### config.mk
export PLATFORM = sky130hd
export DESIGN_NAME = priority_decoder_accum
export DESIGN_NICKNAME = d
export VERILOG_FILES = /design/src/rtl/priority_decoder_accum.sv
export SDC_FILE = /design/constraint.sdc
export NUM_CORES = 1
export LEC_CHECK = 0
export CORE_AREA = 10 10 47 49
export DETAILED_ROUTE_END_ITERATION = 12
export DIE_AREA = 0 0 57 59
export GPL_TIMING_DRIVEN = 0
export PLACE_DENSITY = 0.67
export SLEW_MARGIN = 10
export SYNTH_ARGS = -nofsm -noshare
export SYNTH_HDL_FRONTEND = slang
export SYNTH_SLANG_ARGS = --single-unit
### constraint.sdc
create_clock -name clk -period 1.05 [get_ports clk]
set_input_delay 0.21 -clock clk [delete_from_list [all_inputs] [get_ports clk]]
set_output_delay 0.21 -clock clk [all_outputs]
set_load 0.02 [all_outputs]
### src/rtl/priority_decoder_accum.sv
// priority_decoder_accum: rebuilds a request bit-vector from a stream of
// encoded indices, one frame per in_last, with duplicate and range flags.
// Optional feature macro: PRIORITY_DECODER_OVERLAP_EN (accept while draining).
module priority_decoder_accum #(
    parameter  int NUM_OUTPUTS = 4,
    localparam int INDEX_WIDTH = $clog2(NUM_OUTPUTS)
) (
    input  logic                   clk,
    input  logic                   rst,
    input  logic                   in_valid,
    output logic                   in_ready,
    input  logic [INDEX_WIDTH-1:0] in_index,
    input  logic                   in_last,
    output logic                   out_valid,
    input  logic                   out_ready,
    output logic [NUM_OUTPUTS-1:0] out_vector,
    output logic                   out_dup,
    output logic                   out_err
);

    typedef enum logic {
        ACCUM = 1'b0,
        HOLD  = 1'b1
    } state_t;

    state_t state_q;
    state_t state_d;

    logic [NUM_OUTPUTS-1:0] acc;
    logic                   dup_acc;
    logic                   err_acc;

    logic [NUM_OUTPUTS-1:0] onehot;
    logic                   err_beat;
    logic                   hit;
    logic                   accept;
    logic                   accept_last;
    logic                   drain;

    // Decode the incoming index; out-of-range values match no bit.
    always_comb begin
        onehot = '0;
        for (int i = 0; i < NUM_OUTPUTS; i++) begin
            if (in_index == INDEX_WIDTH'(i)) begin
                onehot[i] = 1'b1;
            end
        end
    end

    // Range flag only exists when the index space exceeds the vector width.
    if (NUM_OUTPUTS < (1 << INDEX_WIDTH)) begin : g_range
        assign err_beat = (in_index > INDEX_WIDTH'(NUM_OUTPUTS - 1));
    end else begin : g_no_range
        assign err_beat = 1'b0;
    end

    assign hit       = |(acc & onehot);
    assign out_valid = (state_q == HOLD);
    assign drain     = out_valid && out_ready;

`ifdef PRIORITY_DECODER_OVERLAP_EN
    assign in_ready = !out_valid || out_ready;
`else
    assign in_ready = (state_q == ACCUM);
`endif

    assign accept      = in_valid && in_ready;
    assign accept_last = accept && in_last;

    // Next-state: a closing beat always lands in HOLD, a drain without one
    // returns to ACCUM.
    always_comb begin
        state_d = state_q;
        unique case (state_q)
            ACCUM: begin
                if (accept_last) begin
                    state_d = HOLD;
                end
            end
            HOLD: begin
                if (accept_last) begin
                    state_d = HOLD;
                end else if (drain) begin
                    state_d = ACCUM;
                end
            end
            default: state_d = ACCUM;
        endcase
    end

    // State register.
    always_ff @(posedge clk or posedge rst) begin
        if (rst) begin
            state_q <= ACCUM;
        end else begin
            state_q <= state_d;
        end
    end

    // Frame accumulators: merge each accepted beat, clear when a frame closes.
    always_ff @(posedge clk or posedge rst) begin
        if (rst) begin
            acc     <= '0;
            dup_acc <= 1'b0;
            err_acc <= 1'b0;
        end else if (accept) begin
            if (in_last) begin
                acc     <= '0;
                dup_acc <= 1'b0;
                err_acc <= 1'b0;
            end else begin
                acc     <= acc | onehot;
                dup_acc <= dup_acc | hit;
                err_acc <= err_acc | err_beat;
            end
        end
    end

    // Result registers: loaded by the closing beat, held otherwise.
    always_ff @(posedge clk or posedge rst) begin
        if (rst) begin
            out_vector <= '0;
            out_dup    <= 1'b0;
            out_err    <= 1'b0;
        end else if (accept_last) begin
            out_vector <= acc | onehot;
            out_dup    <= dup_acc | hit;
            out_err    <= err_acc | err_beat;
        end
    end

endmodule

==> flow_summary.json, run 1 <==
{
  "worstPathCellList": "inv_2, buf_6",
  "internal-power_uw": 909,
  "flip_flop_cell_with_the_highest_count_after_synthesis": "sky130_fd_sc_hd__dfrtp_1",
  "max-clock-path-buffers": 2,
  "postLayoutCellArea_um2": 766,
  "critPathLaunchType": "register",
  "use_met1": 0.0675,
  "critical-path-slowest-cell": "sky130_fd_sc_hd__dfrtp_2",
  "antenna-diode-count": 0,
  "drt_iter0_markers": 4,
  "leakagePower_nw": 0.385,
  "cell_type_with_the_highest_aggregate_area_in_the_netlist": "sky130_fd_sc_hd__dfrtp_1",
  "grt-ovfl-total": 0,
  "timing_hold_violations_final": 0,
  "clkSinkCount": 11,
  "final_setup_vio_count": 6,
  "buffers_on_ports": 12,
  "clock_skew_ps": 5.60,
  "initial_utilization": 0.364,
  "grt_use_met3": 0.0322,
  "netlist_top_cells_area": "sky130_fd_sc_hd__dfrtp_1 (54%), sky130_fd_sc_hd__nor2_1 (6.6%), sky130_fd_sc_hd__mux2i_1 (5.9%)",
  "fmax_mhz": 883,
  "die_height_um": 59,
  "antenna_found_initial": 0,
  "nFillCells": 134,
  "vias": 436,
  "fp.coreArea_um2": 1400,
  "clk_root_buffer_cell": "sky130_fd_sc_hd__clkbuf_4",
  "cts_tree": "done",
  "p_per_area_nw_per_um2": 1790,
  "design.portCount": 15,
  "critPathKind": "register to output pin",
  "die_w_um": 57,
  "syn_area_per_cell_um2": 9.45,
  "cts_max_level": 1,
  "worst-path-max-fanout": 4,
  "share_comb_of_total_power": 0.366,
  "met2_usage": 0.102,
  "timing.critical_path.buf_inv": 2,
  "worstPathRequired_ps": 840,
  "place.gp.congestion": 0.730,
  "vias_per_cell": 4.74,
  "antenna_left": 0,
  "worstPathArrival_ps": 920,
  "groute.usage.overall": 0.0634,
  "yosys.cell_count.top_type": "sky130_fd_sc_hd__dfrtp_1",
  "postRouteWirelength_um": 1230,
  "pwr_total_mw": 1.37,
  "numCtsBuffers": 3,
  "drc": 0,
  "grt_max_degree": 12,
  "die_area_um2": 3360,
  "grt_pass1_vias": 425,
  "p_switching_uw": 459,
  "drive_gt1_frac": 0.408,
  "power.switching_fraction": 0.336,
  "grt_pass1_wl_um": 1730,
  "violations": "setup timing",
  "ys_ff_latch": 11,
  "post-route-min-period_ps": 1130,
  "max-cap-violations": 0,
  "worst_skew_pair.late_latency_ps": 270,
  "crit_path_max_incr_delay_ps": 450,
  "detailed_routing_iteration_count_for_the_pre_antenna_repair_pass": 2,
  "fin_ws_ps": -83.1,
  "seq_power_share": 0.419,
  "synth_nets": 61,
  "synth_common_cells": "sky130_fd_sc_hd__dfrtp_1 (11), sky130_fd_sc_hd__nor2_1 (9), sky130_fd_sc_hd__nand2_1 (5), sky130_fd_sc_hd__o21ai_0 (5), sky130_fd_sc_hd__a21oi_1 (4)",
  "power.clock.fraction": 0.215,
  "post-route-period-util": 1.08,
  "placed_cell_area_um2": 652,
  "row_count": 14,
  "cts.hold.buffers_added": 0,
  "nNetsFinal": 84,
  "grt-busiest-layer": "met2",
  "power.ir.vdd_worst_mv": 0.862,
  "cts.clk_slew.worst_paths_ps": 80,
  "mappedNetlistArea_um2": 510,
  "wl_per_cell_um": 13.3,
  "area_growth_pct": 50.0,
  "finalSetupTns_ps": -154,
  "rsz0062_at_grt": "true",
  "hpwlAfterDp_um": 820,
  "synth.yosys.seq_area_share": 0.539,
  "netlist_instances": 54,
  "critPathCaptureType": "output pin",
  "regToRegEndpoint": "out_vector[3]",
  "synth.lib_cells_used.distinct": 19,
  "synth_edf_count": 0,
  "ys.warnings.count": 0,
  "reg_to_reg_start": "out_valid",
  "slew_viol_final": 0,
  "status": "complete, but fails checks",
  "cpLargestDelayFamily": "flip-flops",
  "netlist.area_leader.share": 0.539,
  "min_path_type": "input port to async pin",
  "worst-r2r-setup-slack_ps": -20,
  "reg2regPathDepth": 4,
  "ys_async_rst_share": 1.00
}
==> worst max-delay path by stage <==
| stage | from | endpoint | slack, ps | cells after the start |
|---|---|---|---|---|
| final | out_valid | in_ready | -80 | 2 |
| after global placement | in_valid | acc[1] | -330 | 4 |
| after floorplan | out_valid | dup_acc | 20 | 3 |
| after detailed placement | in_valid | acc[3] | -330 | 4 |
| after CTS | out_valid | in_ready | -70 | 2 |
| after global routing | out_valid | in_ready | -110 | 2 |
==> power by group through the flow <==
| stage | logic [mW] | clock network, mW | registers [mW] |
|---|---|---|---|
| 2_1_floorplan | 0.148 | 0 | 0.631 |
| 3_3_place_gp | 0.381 | 0 | 0.566 |
| 3_5_place_dp | 0.387 | 0 | 0.571 |
| 4_1_cts | 0.345 | 0.299 | 0.562 |
| 5_1_grt | 0.545 | 0.322 | 0.586 |
| 6_report | 0.501 | 0.294 | 0.573 |
==> state kept, by name, indices dropped and copies added, names as in the netlist <==
| register | flops |
|---|---|
| acc | 4 |
| dup_acc | 1 |
| out_vector | 4 |
| out_valid | 1 |
| out_dup | 1 |
==> layer usage <==
metal | share of wire | up-vias
li1 | - | 218
met1 | 0.41 | 205
met2 | 0.50 | 11
met3 | 0.077 | 2
met4 | 0.014 | 0
met5 | 0 | -
==> cell families (layout without fill, tap and decap cells) <==
family | Yosys count | in the layout | share of synthesized area
AOI/OAI and AO/OA | 12 | 12 | 0.127
other | 1 | 1 | 0.00735
muxes | 3 | 3 | 0.0588
DFF | 11 | 11 | 0.539
buffers and inverters | 6 | 28 | 0.0686
and+or+nand+nor | 21 | 21 | 0.199
==> cells in the final DEF, fill, tap and decap left out, drive strengths merged <==
cell | Yosys | routed
buf | 3 | 16
dfrtp | 11 | 11
nor2 | 9 | 9
o21ai | 6 | 6
nand2 | 5 | 5
a21oi | 4 | 4
clkdlybuf4s50 | 0 | 4
nor2b | 4 | 4
mux2i | 3 | 3
clkbuf | 0 | 3
inv | 3 | 3
nand3b | 1 | 1
and2b | 1 | 1
and2 | 1 | 1
a22o | 1 | 1
a31oi | 1 | 1
conb | 1 | 1
clkinv | 0 | 1
dlymetal6s2s | 0 | 1
==> layout make-up <==
class / instances / area [um2] / share of cell area
well taps: 16 / 20.0 / 0.0261
plain buffers: 3 / 30.0 / 0.0392
flip-flops and latches: 11 / 277 / 0.361
repair buffers: 18 / 168 / 0.219
clock buffers: 3 / 22.5 / 0.0294
inverters: 3 / 11.3 / 0.0147
clock inverters: 1 / 5.00 / 0.00654
multi-input cells: 37 / 233 / 0.304
==> stage by stage <==
stage	cells	setup slack (ps)	util	hold WS [ps]
5_1_grt	92	-109	0.546	251
4_1_cts	86	-74.0	0.469	248
2_1_floorplan	54	20.2	-	62.4
6_report	92	-83.1	0.546	238
3_3_place_gp	82	-329	0.465	461
3_5_place_dp	82	-333	0.465	470
==> what timing repair did <==
action	4_1_cts	5_1_grt
setup buffers	0	5
setup endpoints to repair	12	16
gates resized for setup	33	26
cloned	0	1
pin swaps	0	4
No activity file was read; power rests on OpenSTA's default activity.
==> run 2: changes to the inputs <==
--- a/config.mk
+++ b/config.mk
@@ -5,11 +5,12 @@
 export SDC_FILE = /design/constraint.sdc
 export NUM_CORES = 1
 export LEC_CHECK = 0
+export ABC_AREA = 1
 export CORE_AREA = 10 10 47 49
 export DETAILED_ROUTE_END_ITERATION = 12
 export DIE_AREA = 0 0 57 59
 export GPL_TIMING_DRIVEN = 0
-export PLACE_DENSITY = 0.67
+export PLACE_DENSITY = 0.66
 export SLEW_MARGIN = 10
 export SYNTH_ARGS = -nofsm -noshare
 export SYNTH_HDL_FRONTEND = slang
==> run 2 against run 1 <==
The run still ends with setup timing left. First-iteration DRC count is 25% lower. Largest cell class unchanged. Hold slack worse by 14 ps. Total power is 14% lower. Via count is 1.4% higher. Clock-buffer cell count is 1 higher. Sequential share of layout area is 1.5 points higher. Sequential cell count stayed put.
==> flow_summary.json, run 2 <==
{
  "status": "complete, but fails checks",
  "violations": "setup timing",
  "final_core_util": 0.524,
  "drt_iter0_markers": 3,
  "cts_tree": "done",
  "max-clock-path-buffers": 2,
  "pwr_total_mw": 1.18,
  "fmax_mhz": 904,
  "p_per_area_nw_per_um2": 1600,
  "nNetsFinal": 86,
  "seq_power_share": 0.448,
  "design.portCount": 15,
  "ys_async_rst_share": 1.00,
  "postLayoutCellArea_um2": 734,
  "vias": 442,
  "layout.cells.most_common_list": "sky130_fd_sc_hd__dfrtp_1 (10), sky130_fd_sc_hd__nor2_1 (6), sky130_fd_sc_hd__buf_4 (6)",
  "initial_utilization": 0.355,
  "grt_max_degree": 12,
  "worst-path-max-fanout": 3,
  "cts.hold.buffers_added": 0,
  "groute.usage.overall": 0.0729,
  "timing_hold_violations_final": 0,
  "ys_ff_latch": 11,
  "netlist_top_cells_area": "sky130_fd_sc_hd__dfrtp_1 (55%), sky130_fd_sc_hd__o21ai_0 (7.0%), sky130_fd_sc_hd__nand2_1 (5.3%)",
  "leakagePower_nw": 0.385,
  "place.gp.congestion": 0.774,
  "worst_skew_pair.late_latency_ps": 270,
  "clkSinkCount": 11,
  "hpwlAfterDp_um": 768,
  "cts.clk_slew.worst_paths_ps": 70,
  "nFillCells": 145,
  "worstPathArrival_ps": 900,
  "power.clock.fraction": 0.246,
  "critPathKind": "register to output pin",
  "vias_per_cell": 4.70,
  "cell_type_with_the_highest_aggregate_area_in_the_netlist": "sky130_fd_sc_hd__dfrtp_1",
  "power.ir.vdd_worst_mv": 0.709,
  "netlist_instances": 55,
  "fp.coreArea_um2": 1400,
  "antenna_found_initial": 0,
  "flip_flop_cell_with_the_highest_count_after_synthesis": "sky130_fd_sc_hd__dfrtp_1",
  "grt-ovfl-total": 0,
  "antenna_left": 0,
  "grt_pass1_vias": 474,
  "finalSetupTns_ps": -74.8,
  "min_path_type": "input port to async pin",
  "clk_root_buffer_cell": "sky130_fd_sc_hd__clkbuf_4",
  "yosys.cell_count.top_type": "sky130_fd_sc_hd__dfrtp_1",
  "numCtsBuffers": 3,
  "share_comb_of_total_power": 0.306,
  "row_count": 14,
  "synth_edf_count": 0,
  "post-route-period-util": 1.05,
  "p_switching_uw": 376,
  "synth.lib_cells_used.distinct": 15,
  "wl_per_cell_um": 11.9,
  "synth_nets": 62,
  "drc": 0,
  "die_w_um": 57,
  "die_height_um": 59,
  "placed_cell_area_um2": 649,
  "cts_max_level": 1,
  "area_growth_pct": 47.5,
  "syn_area_per_cell_um2": 9.05,
  "slew_viol_final": 0,
  "reg_top3": "acc: 4 flops, out_vector: 4 flops",
  "die_area_um2": 3360,
  "mappedNetlistArea_um2": 498,
  "worstPathRequired_ps": 840,
  "rsz0062_at_grt": "true",
  "detailed_routing_iteration_count_for_the_pre_antenna_repair_pass": 4,
  "post-route-min-period_ps": 1110,
  "power.switching_fraction": 0.320,
  "ys.warnings.count": 0,
  "critPathLaunchType": "register",
  "most_common_library_cell_in_the_layout_ignoring_fill_and_taps": "sky130_fd_sc_hd__dfrtp_1",
  "synth.yosys.seq_area_share": 0.553,
  "final_setup_vio_count": 2,
  "fin_ws_ps": -56.2,
  "grt_pass1_wl_um": 1950,
  "postRouteWirelength_um": 1120,
  "internal-power_uw": 799,
  "max-cap-violations": 0,
  "antenna-diode-count": 0,
  "buffers_on_ports": 13,
  "drive_gt1_frac": 0.397,
  "synth_common_cells": "sky130_fd_sc_hd__dfrtp_1 (11), sky130_fd_sc_hd__nand2_1 (7), sky130_fd_sc_hd__o21ai_0 (7), sky130_fd_sc_hd__inv_1 (6), sky130_fd_sc_hd__nor2_1 (6)",
  "netlist.area_leader.share": 0.553,
  "critPathCaptureType": "output pin",
  "clock_skew_ps": 1.51
}
-- run 2: repair_timing --
item | 4_1_cts | 5_1_grt
pin swaps | 1 | 0
cloned | 1 | 0
hold endpoints to repair | 0 | 0
setup endpoints to repair | 15 | 13
gates resized for setup | 35 | 16
buffers inserted | 3 | 2
-- run 2: metrics by stage --
step / cells / setup slack [ps] / hold slack, ps
5_1_grt: 94 / -96.8 / 263
6_report: 94 / -56.2 / 224
4_1_cts: 92 / -65.6 / 228
3_3_place_gp: 84 / -365 / 466
3_5_place_dp: 84 / -379 / 466
2_1_floorplan: 55 / 8.66 / 62.4
-- run 2: final timing paths --
| check | startpoint | to | slack (ps) | depth (start not counted) |
|---|---|---|---|---|
| worst max-delay path | out_valid | in_ready | -60 | 2 |
| worst min-delay path | rst | out_vector[3] | 220 | 2 |
| worst max register to register | out_valid | dup_acc | 0 | 5 |
| worst min register to register | out_dup | out_dup | 490 | 2 |
| max in group asynchronous | rst | out_valid | 510 | 2 |
| min in group clk | in_index[1] | acc[2] | 370 | 3 |
-- run 2: cell families (layout without fill, tap and decap cells) --
kind of cell           after synthesis  count (layout)  share of synthesized area
and+or+nand+nor                     20              20                      0.193
AOI/OAI and AO/OA                   15              15                      0.163
DFF                                 11              11                      0.553
buffers and inverters                8              31                     0.0829
other                                1               1                    0.00753
-- run 2: area by class of cell --
class | count | area, um2 | area share
buffer | 2 | 18.8 | 0.0256
clock buffer | 4 | 26.3 | 0.0358
inverter | 6 | 22.5 | 0.0307
multi-input combinational | 36 | 206 | 0.281
sequential | 11 | 277 | 0.376
tap | 16 | 20.0 | 0.0273
timing repair buffer | 19 | 164 | 0.223
-- run 2: power groups by stage --
| stage | clock network [mW] | registers [mW] | logic [mW] |
|---|---|---|---|
| floorplan | 0 | 0.579 | 0.120 |
| global placement | 0 | 0.526 | 0.322 |
| detailed placement | 0 | 0.527 | 0.323 |
| CTS | 0.302 | 0.519 | 0.305 |
| global route | 0.326 | 0.533 | 0.396 |
| finish | 0.289 | 0.526 | 0.360 |
-- run 2: worst max-delay path: stages, from the launching register on --
cell                      delay, ps
sky130_fd_sc_hd__dfrtp_2        450
sky130_fd_sc_hd__inv_2           70
sky130_fd_sc_hd__buf_6          110
-- run 2: per-layer routing --
layer | vias up | track usage | wire, um
li1 | 223 | - | -
met1 | 197 | 0.0756 | 509
met2 | 17 | 0.105 | 456
met3 | 5 | 0.0408 | 116
met4 | 0 | 0.0604 | 38
met5 | - | 0 | 0
==> run 3: changes to the inputs <==
--- a/config.mk
+++ b/config.mk
@@ -11,6 +11,7 @@
 export DIE_AREA = 0 0 57 59
 export GPL_TIMING_DRIVEN = 0
 export PLACE_DENSITY = 0.66
+export SETUP_SLACK_MARGIN = 0.02
 export SLEW_MARGIN = 10
 export SYNTH_ARGS = -nofsm -noshare
 export SYNTH_HDL_FRONTEND = slang
==> run 3 against run 2 <==
The flow still finishes with violations (setup timing). First-iteration DRC count unchanged. Sequential share of layout area shrank 1.5 points. Utilization up 2.1 points. Register-to-register slack barely moved. Final cell count is 1.1% higher. Global-route usage is 0.18 points higher. Largest cell class unchanged.
==> flow_summary.json, run 3 (same netlist as run 2, synthesis figures left out) <==
{
  "grt_pass1_vias": 486,
  "nNetsFinal": 87,
  "worst-r2r-setup-slack_ps": 0,
  "worst-path-max-fanout": 3,
  "fp.coreArea_um2": 1400,
  "grt_max_degree": 12,
  "clk_root_buffer_cell": "sky130_fd_sc_hd__clkbuf_4",
  "leakagePower_nw": 0.390,
  "postLayoutCellArea_um2": 764,
  "cts.clk_slew.worst_paths_ps": 70,
  "slew_viol_final": 0,
  "die_height_um": 59,
  "grt-ovfl-total": 0,
  "placed_cell_area_um2": 649,
  "min_path_type": "input port to async pin",
  "critPathKind": "register to output pin",
  "design.portCount": 15,
  "vias": 458,
  "reg2regPathDepth": 5,
  "max-cap-violations": 0,
  "drt_iter0_markers": 3,
  "area_growth_pct": 53.5,
  "final_setup_vio_count": 2,
  "drive_gt1_frac": 0.418,
  "reg_to_reg_start": "out_valid",
  "finalSetupTns_ps": -78.0,
  "die_area_um2": 3360,
  "die_w_um": 57,
  "worstPathRequired_ps": 840,
  "detailed_routing_iteration_count_for_the_pre_antenna_repair_pass": 2,
  "clkSinkCount": 11,
  "pre_cts_slack_ps": -364,
  "post-route-min-period_ps": 1110,
  "regToRegEndpoint": "out_vector[3]",
  "worstPathArrival_ps": 900,
  "critPathLaunchType": "register",
  "violations": "setup timing",
  "layout.cells.most_common_list": "sky130_fd_sc_hd__dfrtp_1 (10), sky130_fd_sc_hd__buf_6 (9), sky130_fd_sc_hd__buf_4 (7), sky130_fd_sc_hd__nor2_1 (6)",
  "fmax_mhz": 902,
  "initial_utilization": 0.355,
  "most_common_library_cell_in_the_layout_ignoring_fill_and_taps": "sky130_fd_sc_hd__dfrtp_1",
  "cts_max_level": 1,
  "row_count": 14,
  "rsz0062_at_grt": "true",
  "antenna_found_initial": 0,
  "antenna-diode-count": 0,
  "fin_ws_ps": -58.1,
  "clock_skew_ps": 6.31,
  "max-clock-path-buffers": 2,
  "power.ir.vdd_worst_mv": 0.720,
  "buffers_on_ports": 13,
  "setup.worst_path.start": "out_valid",
  "hpwlAfterDp_um": 809,
  "vias_per_cell": 4.82,
  "worst_skew_pair.late_latency_ps": 270,
  "p_per_area_nw_per_um2": 1610,
  "place.gp.congestion": 0.712,
  "numCtsBuffers": 3,
  "grt_pass1_wl_um": 1980,
  "antenna_left": 0,
  "fin_hold_ws_ps": 226,
  "wl_per_cell_um": 12.3,
  "reg_top3": "acc: 4 flops, out_vector: 4 flops",
  "postRouteWirelength_um": 1170,
  "post-route-period-util": 1.06,
  "status": "complete, but fails checks",
  "groute.usage.overall": 0.0747,
  "cts_tree": "done",
  "drc": 0,
  "critPathCaptureType": "output pin",
  "worst_setup_path_end": "in_ready",
  "timing_hold_violations_final": 0
}
==> run 3: worst min path at each step <==
| stage | end | slack, ps | depth (start not counted) |
|---|---|---|---|
| 2_1_floorplan | acc[0] | 60 | 1 |
| 3_3_place_gp | out_vector[2] | 470 | 2 |
| 3_5_place_dp | out_dup | 460 | 2 |
| 4_1_cts | acc[3] | 240 | 2 |
| 5_1_grt | acc[3] | 250 | 2 |
| 6_report | out_vector[2] | 230 | 2 |
==> run 3: critical path: stages, from the launching register on <==
cell and delay [ps]:
sky130_fd_sc_hd__dfrtp_2 450, sky130_fd_sc_hd__inv_2 70, sky130_fd_sc_hd__buf_6 110
==> run 3: routing by layer <==
layer	vias up	GRT usage	part of all wire
met5	-	0	0
met2	17	0.116	0.47
li1	225	-	-
met4	0	0.0403	0
met3	0	0.0472	0.091
met1	216	0.0758	0.44
==> run 3: final cells by class <==
type	instances	area, um2
flip-flops and latches	11	277
clock inverters	1	5.00
fillers	146	637
repair buffers	20	193
well taps	16	20.0
multi-input cells	36	206
plain buffers	2	18.8
inverters	6	22.5
clock buffers	3	22.5
==> run 3: stage by stage <==
step	power [mW]	std cells	util
2_1_floorplan	0.699	55	-
3_3_place_gp	0.847	84	0.463
3_5_place_dp	0.851	84	0.463
4_1_cts	1.14	92	0.496
5_1_grt	1.31	95	0.546
6_report	1.23	95	0.546
==> run 3: repair_timing <==
action / 4_1_cts / 5_1_grt
endpoints found under the setup margin: 17 / 17
gates resized for setup: 44 / 15
pin swaps: 2 / 0
gates cloned: 1 / 0
setup buffers: 3 / 3
hold buffers: 0 / 0
==> run 3: report_power, final <==
group	switching, mW	internal (mW)	total, mW
Clock	0.146	0.141	0.287
Sequential	0.0494	0.484	0.533
Combinational	0.195	0.213	0.408
Total	0.390	0.838	1.23
